**src/rtl/ahb3lite_pkg.sv**
```systemverilog
// Shared AHB3-Lite encodings and the bridge error-sequencing state type.
package ahb3lite_pkg;

    localparam logic [1:0] HTRANS_IDLE   = 2'b00;
    localparam logic [1:0] HTRANS_BUSY   = 2'b01;
    localparam logic [1:0] HTRANS_NONSEQ = 2'b10;
    localparam logic [1:0] HTRANS_SEQ    = 2'b11;

    localparam logic [2:0] HSIZE_BYTE = 3'b000;
    localparam logic [2:0] HSIZE_HALF = 3'b001;
    localparam logic [2:0] HSIZE_WORD = 3'b010;

    localparam logic [2:0] HBURST_SINGLE = 3'b000;

    localparam logic HRESP_OKAY  = 1'b0;
    localparam logic HRESP_ERROR = 1'b1;

    typedef enum logic [1:0] {
        NORMAL = 2'd0,
        ERR1   = 2'd1,
        ERR2   = 2'd2
    } err_state_t;

endpackage

```
**src/rtl/ahb3lite_master_bridge_if.sv**
```systemverilog
// Command/response stream plus AHB3-Lite master signals for the bridge.
// cmd: a command transfers on any HCLK edge where cmd_valid && cmd_ready; rsp_valid is a one-cycle pulse with no backpressure.
interface ahb3lite_master_bridge_if #(
    parameter int HADDR_SIZE = 32,
    parameter int HDATA_SIZE = 32
);
    import ahb3lite_pkg::*;

    logic                  cmd_valid;
    logic                  cmd_ready;
    logic [HADDR_SIZE-1:0] cmd_addr;
    logic                  cmd_write;
    logic [2:0]            cmd_size;
    logic [HDATA_SIZE-1:0] cmd_wdata;
    logic                  rsp_valid;
    logic [HDATA_SIZE-1:0] rsp_rdata;
    logic                  rsp_err;

    logic [HADDR_SIZE-1:0] HADDR;
    logic                  HWRITE;
    logic [2:0]            HSIZE;
    logic [2:0]            HBURST;
    logic [3:0]            HPROT;
    logic [1:0]            HTRANS;
    logic                  HMASTLOCK;
    logic [HDATA_SIZE-1:0] HWDATA;
    logic [HDATA_SIZE-1:0] HRDATA;
    logic                  HREADY;
    logic                  HRESP;

    modport master (
        input  cmd_valid, cmd_addr, cmd_write, cmd_size, cmd_wdata,
        output cmd_ready, rsp_valid, rsp_rdata, rsp_err,
        output HADDR, HWRITE, HSIZE, HBURST, HPROT, HTRANS, HMASTLOCK, HWDATA,
        input  HRDATA, HREADY, HRESP
    );

    modport slave (
        output cmd_valid, cmd_addr, cmd_write, cmd_size, cmd_wdata,
        input  cmd_ready, rsp_valid, rsp_rdata, rsp_err,
        input  HADDR, HWRITE, HSIZE, HBURST, HPROT, HTRANS, HMASTLOCK, HWDATA,
        output HRDATA, HREADY, HRESP
    );

endinterface

```
**src/rtl/ahb3lite_master_bridge.sv**
```systemverilog
// AHB3-Lite initiator: command stream to pipelined SINGLE transfers with
// an address slot (A), a data slot (D) and a two-cycle ERROR sequencer.
module ahb3lite_master_bridge
    import ahb3lite_pkg::*;
#(
    parameter int         HADDR_SIZE = 32,
    parameter int         HDATA_SIZE = 32,
    parameter logic [3:0] HPROT_VAL  = 4'b0011
) (
    input  logic                      HCLK,
    input  logic                      HRESET,
    ahb3lite_master_bridge_if.master  bus,
    output err_state_t                state
);

    logic                  a_valid;
    logic                  a_write;
    logic [HADDR_SIZE-1:0] a_addr;
    logic [2:0]            a_size;
    logic [HDATA_SIZE-1:0] a_wdata;
    logic                  d_valid;
    logic                  d_write;
    logic [HDATA_SIZE-1:0] d_wdata;
    logic                  cancelled;
    logic                  rsp_valid_q;
    logic                  rsp_err_q;
    logic [HDATA_SIZE-1:0] rsp_rdata_q;

    err_state_t state_nxt;
    logic       err_start;
    logic       cmd_ready_c;
    logic       accept;

    assign cmd_ready_c = (state == NORMAL) && (!a_valid || bus.HREADY);
    assign accept      = bus.cmd_valid && cmd_ready_c;

    always_ff @(posedge HCLK) begin
        if (HRESET) state <= NORMAL;
        else        state <= state_nxt;
    end

    always_comb begin
        state_nxt = state;
        err_start = 1'b0;
        case (state)
            NORMAL: begin
                if (d_valid && bus.HRESP == HRESP_ERROR && !bus.HREADY) begin
                    state_nxt = ERR1;
                    err_start = 1'b1;
                end
            end
            ERR1:    if (bus.HREADY) state_nxt = ERR2;
            ERR2:    state_nxt = NORMAL;
            default: state_nxt = NORMAL;
        endcase
    end

    always_ff @(posedge HCLK) begin
        if (HRESET) begin
            a_valid     <= 1'b0;
            a_write     <= 1'b0;
            a_addr      <= '0;
            a_size      <= HSIZE_BYTE;
            a_wdata     <= '0;
            d_valid     <= 1'b0;
            d_write     <= 1'b0;
            d_wdata     <= '0;
            cancelled   <= 1'b0;
            rsp_valid_q <= 1'b0;
            rsp_err_q   <= 1'b0;
            rsp_rdata_q <= '0;
        end else begin
            rsp_valid_q <= 1'b0;
            rsp_err_q   <= 1'b0;
            rsp_rdata_q <= '0;
            if (d_valid && bus.HREADY) begin
                rsp_valid_q <= 1'b1;
                rsp_err_q   <= bus.HRESP;
                if (!d_write && bus.HRESP == HRESP_OKAY) rsp_rdata_q <= bus.HRDATA;
            end else if (state == ERR2 && cancelled) begin
                // The cancelled command answers right behind the error response.
                rsp_valid_q <= 1'b1;
                rsp_err_q   <= 1'b1;
            end
            if (state == ERR2) cancelled <= 1'b0;

            if (bus.HREADY) begin
                d_valid <= a_valid;
                if (a_valid) begin
                    d_write <= a_write;
                    d_wdata <= a_wdata;
                end
            end

            // A command accepted on the first error edge is cancelled like one already in A.
            if (err_start) begin
                a_valid <= 1'b0;
                if (a_valid || accept) cancelled <= 1'b1;
            end else if (accept) begin
                a_valid <= 1'b1;
                a_write <= bus.cmd_write;
                a_addr  <= bus.cmd_addr;
                a_size  <= bus.cmd_size;
                a_wdata <= bus.cmd_wdata;
            end else if (bus.HREADY) begin
                a_valid <= 1'b0;
            end
        end
    end

    assign bus.cmd_ready = cmd_ready_c;
    assign bus.rsp_valid = rsp_valid_q;
    assign bus.rsp_err   = rsp_err_q;
    assign bus.rsp_rdata = rsp_rdata_q;
    assign bus.HADDR     = a_addr;
    assign bus.HWRITE    = a_write;
    assign bus.HSIZE     = a_size;
    assign bus.HTRANS    = a_valid ? HTRANS_NONSEQ : HTRANS_IDLE;
    assign bus.HWDATA    = d_wdata;
    assign bus.HBURST    = HBURST_SINGLE;
    assign bus.HPROT     = HPROT_VAL;
    assign bus.HMASTLOCK = 1'b0;

    // An ERROR response must be preceded by a wait cycle.
    a_err_needs_wait: assert property (@(posedge HCLK) disable iff (HRESET)
        !(state == NORMAL && d_valid && bus.HRESP == HRESP_ERROR && bus.HREADY))
        else $error("ahb3lite_master_bridge: single-cycle ERROR response");

endmodule

```
**src/flat_wrapper.sv**
```systemverilog
// flat-port wrapper written by rule: the top's interface ports become plain ports
module ahb3lite_master_bridge_flat import ahb3lite_pkg::*;
#(
    parameter int         HADDR_SIZE = 32,
    parameter int         HDATA_SIZE = 32,
    parameter logic [3:0] HPROT_VAL  = 4'b0011
)
  (HCLK, HRESET, state, bus_cmd_valid, bus_cmd_addr, bus_cmd_write, bus_cmd_size, bus_cmd_wdata, bus_cmd_ready, bus_rsp_valid, bus_rsp_rdata, bus_rsp_err, bus_HADDR, bus_HWRITE, bus_HSIZE, bus_HBURST, bus_HPROT, bus_HTRANS, bus_HMASTLOCK, bus_HWDATA, bus_HRDATA, bus_HREADY, bus_HRESP);
  ahb3lite_master_bridge_if #(.HADDR_SIZE(HADDR_SIZE), .HDATA_SIZE(HDATA_SIZE)) bus_i ();
  input  logic HCLK;
  input  logic HRESET;
  output err_state_t state;
  input wire logic [$bits(bus_i.cmd_valid)-1:0] bus_cmd_valid;
  input wire logic [$bits(bus_i.cmd_addr)-1:0] bus_cmd_addr;
  input wire logic [$bits(bus_i.cmd_write)-1:0] bus_cmd_write;
  input wire logic [$bits(bus_i.cmd_size)-1:0] bus_cmd_size;
  input wire logic [$bits(bus_i.cmd_wdata)-1:0] bus_cmd_wdata;
  output wire logic [$bits(bus_i.cmd_ready)-1:0] bus_cmd_ready;
  output wire logic [$bits(bus_i.rsp_valid)-1:0] bus_rsp_valid;
  output wire logic [$bits(bus_i.rsp_rdata)-1:0] bus_rsp_rdata;
  output wire logic [$bits(bus_i.rsp_err)-1:0] bus_rsp_err;
  output wire logic [$bits(bus_i.HADDR)-1:0] bus_HADDR;
  output wire logic [$bits(bus_i.HWRITE)-1:0] bus_HWRITE;
  output wire logic [$bits(bus_i.HSIZE)-1:0] bus_HSIZE;
  output wire logic [$bits(bus_i.HBURST)-1:0] bus_HBURST;
  output wire logic [$bits(bus_i.HPROT)-1:0] bus_HPROT;
  output wire logic [$bits(bus_i.HTRANS)-1:0] bus_HTRANS;
  output wire logic [$bits(bus_i.HMASTLOCK)-1:0] bus_HMASTLOCK;
  output wire logic [$bits(bus_i.HWDATA)-1:0] bus_HWDATA;
  input wire logic [$bits(bus_i.HRDATA)-1:0] bus_HRDATA;
  input wire logic [$bits(bus_i.HREADY)-1:0] bus_HREADY;
  input wire logic [$bits(bus_i.HRESP)-1:0] bus_HRESP;
  assign bus_i.cmd_valid = bus_cmd_valid;
  assign bus_i.cmd_addr = bus_cmd_addr;
  assign bus_i.cmd_write = bus_cmd_write;
  assign bus_i.cmd_size = bus_cmd_size;
  assign bus_i.cmd_wdata = bus_cmd_wdata;
  assign bus_cmd_ready = bus_i.cmd_ready;
  assign bus_rsp_valid = bus_i.rsp_valid;
  assign bus_rsp_rdata = bus_i.rsp_rdata;
  assign bus_rsp_err = bus_i.rsp_err;
  assign bus_HADDR = bus_i.HADDR;
  assign bus_HWRITE = bus_i.HWRITE;
  assign bus_HSIZE = bus_i.HSIZE;
  assign bus_HBURST = bus_i.HBURST;
  assign bus_HPROT = bus_i.HPROT;
  assign bus_HTRANS = bus_i.HTRANS;
  assign bus_HMASTLOCK = bus_i.HMASTLOCK;
  assign bus_HWDATA = bus_i.HWDATA;
  assign bus_i.HRDATA = bus_HRDATA;
  assign bus_i.HREADY = bus_HREADY;
  assign bus_i.HRESP = bus_HRESP;
  ahb3lite_master_bridge #(.HADDR_SIZE(HADDR_SIZE), .HDATA_SIZE(HDATA_SIZE), .HPROT_VAL(HPROT_VAL)) u_core (.HCLK(HCLK), .HRESET(HRESET), .bus(bus_i), .state(state));
endmodule
```
**config.mk**
```make
export PLATFORM = sky130hd
export DESIGN_NAME = ahb3lite_master_bridge_flat
export DESIGN_NICKNAME = d
export VERILOG_FILES = /design/src/rtl/ahb3lite_pkg.sv /design/src/rtl/ahb3lite_master_bridge_if.sv /design/src/rtl/ahb3lite_master_bridge.sv /design/src/flat_wrapper.sv
export SDC_FILE = /design/constraint.sdc
export NUM_CORES = 1
export LEC_CHECK = 0
export CAP_MARGIN = 20
export CORE_ASPECT_RATIO = 1.25
export CORE_UTILIZATION = 25
export CTS_CLUSTER_SIZE = 28
export DETAILED_ROUTE_END_ITERATION = 10
export GPL_ROUTABILITY_DRIVEN = 0
export HOLD_SLACK_MARGIN = 0.15
export PLACE_DENSITY = 0.61
export SLEW_MARGIN = 20
export SYNTH_ARGS = -nofsm -noshare
export SYNTH_HDL_FRONTEND = slang
export SYNTH_SLANG_ARGS = --single-unit
```
**constraint.sdc**
```tcl
create_clock -name HCLK -period 3 [get_ports HCLK]
set_clock_uncertainty 0.05 [all_clocks]
set_input_delay 0.45 -clock HCLK [delete_from_list [all_inputs] [get_ports HCLK]]
set_output_delay 0.45 -clock HCLK [all_outputs]
set_load 0.1 [all_outputs]
```
==> flow_metrics.py <==
metrics = {
    "min_path": {
        "min_path_type": "register to register",
    },
    "clock_network": {
        "cts_buffers": 17,
        "post_cts_resize_count": 0,
        "clock-sinks": 140,
        "htreeDepth": 4,
        "cts_buffer_depth": 2,
        "cts_root_buf": "clkbuf_16",
        "cts_tree": "built",
        "clkSlewWorstSetupHoldPaths_ps": 60,
        "hold_buffers": 0,
        "cts_setup_buffers": 0,
        "clock_latency_ps": 410,
    },
    "power_and_ir_drop": {
        "p_leak_uw": 0.00329,
        "vdd_drop_max_v": 0.000356,
        "total_power_uw": 4860,
        "powerDensity_nw_per_um2": 608,
    },
    "timing": {
        "final_max_slew_viol_count": 0,
        "tns_ps": 0,
        "fin_crit_sh": 0.687,
        "setup_ws_ps": 940,
        "max_freq_mhz": 485,
        "slew_headroom": 0.593,
        "rsz0062_at_grt": "no",
        "min_period_ps": 2060,
        "setup_viol": 0,
        "tightest_slew_ps": 610,
        "final_hold_viol_count": 0,
    },
    "route": {
        "vias": 4096,
        "first_pass_iters": 4,
        "routed_via_density": 3.97,
        "wirelength_mm": 13.5,
        "wl_per_cell_um": 13.1,
        "drc": 0,
        "antenna_left": 0,
        "drt-initial-drc-count": 157,
    },
    "yosys": {
        "syn_area_um2": 5370,
        "yosys_warnings": 0,
        "synth_compound_area_frac": 0.0373,
        "ys_seq_area_frac": 0.522,
        "synth.mux.area_fraction": 0.129,
        "synth_cells": 550,
        "synth_xor_area_frac": 0,
        "yosys.area_share.simple": 0.261,
        "yosys_register_bits": 140,
        "synth.avg_cell_area_um2": 9.76,
        "synth_cell_types": 20,
        "synth-adder-area-share": 0,
        "synth_top_family_by_area": "simple AND/OR/NAND/NOR gates",
    },
    "global_routing": {
        "grt_max_degree": 88,
        "grt_use_total": 0.123,
        "grt_pass1_vias": 4002,
        "overflow": 0,
        "antenna_found_initial": 1,
        "grt_pass1_wl_mm": 21.1,
    },
    "setup_path": {
        "end_kind": "output port",
        "path_class": "input port to output port",
        "crit_required_ps": 2500,
        "crit_fanout": 8,
        "start_kind": "input port",
        "worstPathArrival_ps": 1560,
    },
    "place": {
        "dp_hpwl_mm": 9.09,
        "postPlaceCellArea_um2": 7420,
        "place_worst_setup_slack_ps": 547,
        "port_buffers": 210,
    },
    "layout": {
        "final_nets": 851,
        "syn2layout_area_growth_pct": 48.8,
        "design_area_um2": 7990,
        "antennaDiodeCount": 0,
        "n_fill_cell": 2128,
        "postLayoutCoreUtil": 0.381,
        "drive_above_1_share": 0.192,
    },
    "floorplan": {
        "placementRows": 59,
        "ios": 220,
        "die_area_um2": 22100,
        "core-area_um2": 21000,
        "fp.dieW_um": 133,
        "start_util": 0.256,
        "die_y_um": 166,
    },
    "flow_run": {
        "max-cap-violations": 0,
    },
    "run_status": {
        "status": "finished, final reports clean",
    },
}
synthesized netlist by cell type:
cell      number  area (µm²)
dfxtp_1      140        2800
a21oi_1       37         185
nand3b_1       2        15.0
mux2_2         1        11.3
nor4_2         1        12.5
nor2b_1        1        6.26
nor2_1         2        7.51
buf_6          4        45.0
and4b_1        1        10.0
mux2i_1       68         681
nand2b_1     137         857
o21a_1         2        15.0
buf_2          1        5.00
conb_1         2        7.51
and2_1        33         206
nand2_1       69         259
buf_4         14         105
nor3_1         6        30.0
inv_1          1        3.75
clkbuf_1      28         105
flip-flops by register name (all words and copies together) (netlist names):
signal                cells
u_core.state              2
u_core.a_wdata           32
u_core.d_write            1
u_core.bus.HADDR         32
u_core.bus.rsp_valid      1
u_core.cancelled          1
u_core.d_valid            1
u_core.a_valid            1
u_core.bus.HSIZE          3
u_core.bus.HWRITE         1
u_core.bus.rsp_rdata     32
u_core.bus.HWDATA        32
u_core.bus.rsp_err        1
path summary, 6_finish.rpt:
| path | startpoint | to | slack, ps | cells after the start |
|---|---|---|---|---|
| min reg2reg | u_core.a_wdata[15]$_SDFFE_PP0P_ | u_core.bus.HWDATA[15]$_SDFFE_PP0P_ | 400 | 2 |
| max | bus_HREADY | bus_cmd_ready | 940 | 4 |
| min | u_core.a_wdata[15]$_SDFFE_PP0P_ | u_core.bus.HWDATA[15]$_SDFFE_PP0P_ | 400 | 2 |
| max reg2reg | u_core.a_valid$_SDFFE_PP0P_ | u_core.bus.HADDR[29]$_SDFFE_PP0P_ | 1250 | 4 |
logic make-up after synthesis:
family,after synthesis
AOI/OAI and AO/OA,39
buffers and inverters,48
DFF,140
muxes,69
other,2
and+or+nand+nor,252
power by group:
| group | total (µW) | switching (µW) | internal [µW] |
|---|---|---|---|
| clock | 2040 | 767 | 1280 |
| sequential | 1980 | 40.9 | 1940 |
| combinational | 838 | 549 | 289 |
cells in the final DEF (no fill, tap or decap), types with 2 or more instances in the layout:
cell type        synthesis  routed
and2_1                  33      33
nand2_1                 69      69
buf_4                   14     111
clkbuf_1                28       3
bufinv_16                0       2
nand3b_1                 2       2
mux2i_1                 68      68
nand2b_1               137     137
clkinv_2                 0       3
clkbuf_16                0      17
buf_12                   0       3
conb_1                   2       9
a21oi_1                 37      37
dfxtp_1                140     140
clkinvlp_4               0       2
nor2_1                   2       2
clkbuf_8                 0       3
o21a_1                   2       2
nor3_1                   6       5
clkdlybuf4s50_1          0     103
stage by stage:
step / hold WS (ps) / cells
2_1_floorplan: 382 / 557
3_3_place_gp: 388 / 1001
3_5_place_dp: 393 / 1001
4_1_cts: 403 / 1031
5_1_grt: 418 / 1031
6_report: 395 / 1031
final cells by class:
type / instances / area [µm²] / area share
Inverter: 1 / 3.75 / 0.000470
Sequential cell: 140 / 2800 / 0.351
Clock inverter: 7 / 90.1 / 0.0113
Timing Repair Buffer: 217 / 1920 / 0.241
Clock buffer: 23 / 478 / 0.0598
Multi-Input combinational cell: 369 / 2350 / 0.294
Tap cell: 274 / 343 / 0.0429
critical path: stages:
cell and delay [ps]:
clkdlybuf4s50_1 580, nor2b_1 110, nor3_2 110, buf_4 310
routing by layer:
layer  GRT usage  part of all wire  vias up
met5           0            0.0013        -
met4      0.0613             0.017        2
met3      0.0369             0.056       16
met2       0.209              0.50      119
met1       0.139              0.43     1837
li1            -                 -     2122
No activity file was read; power rests on OpenSTA's default activity.
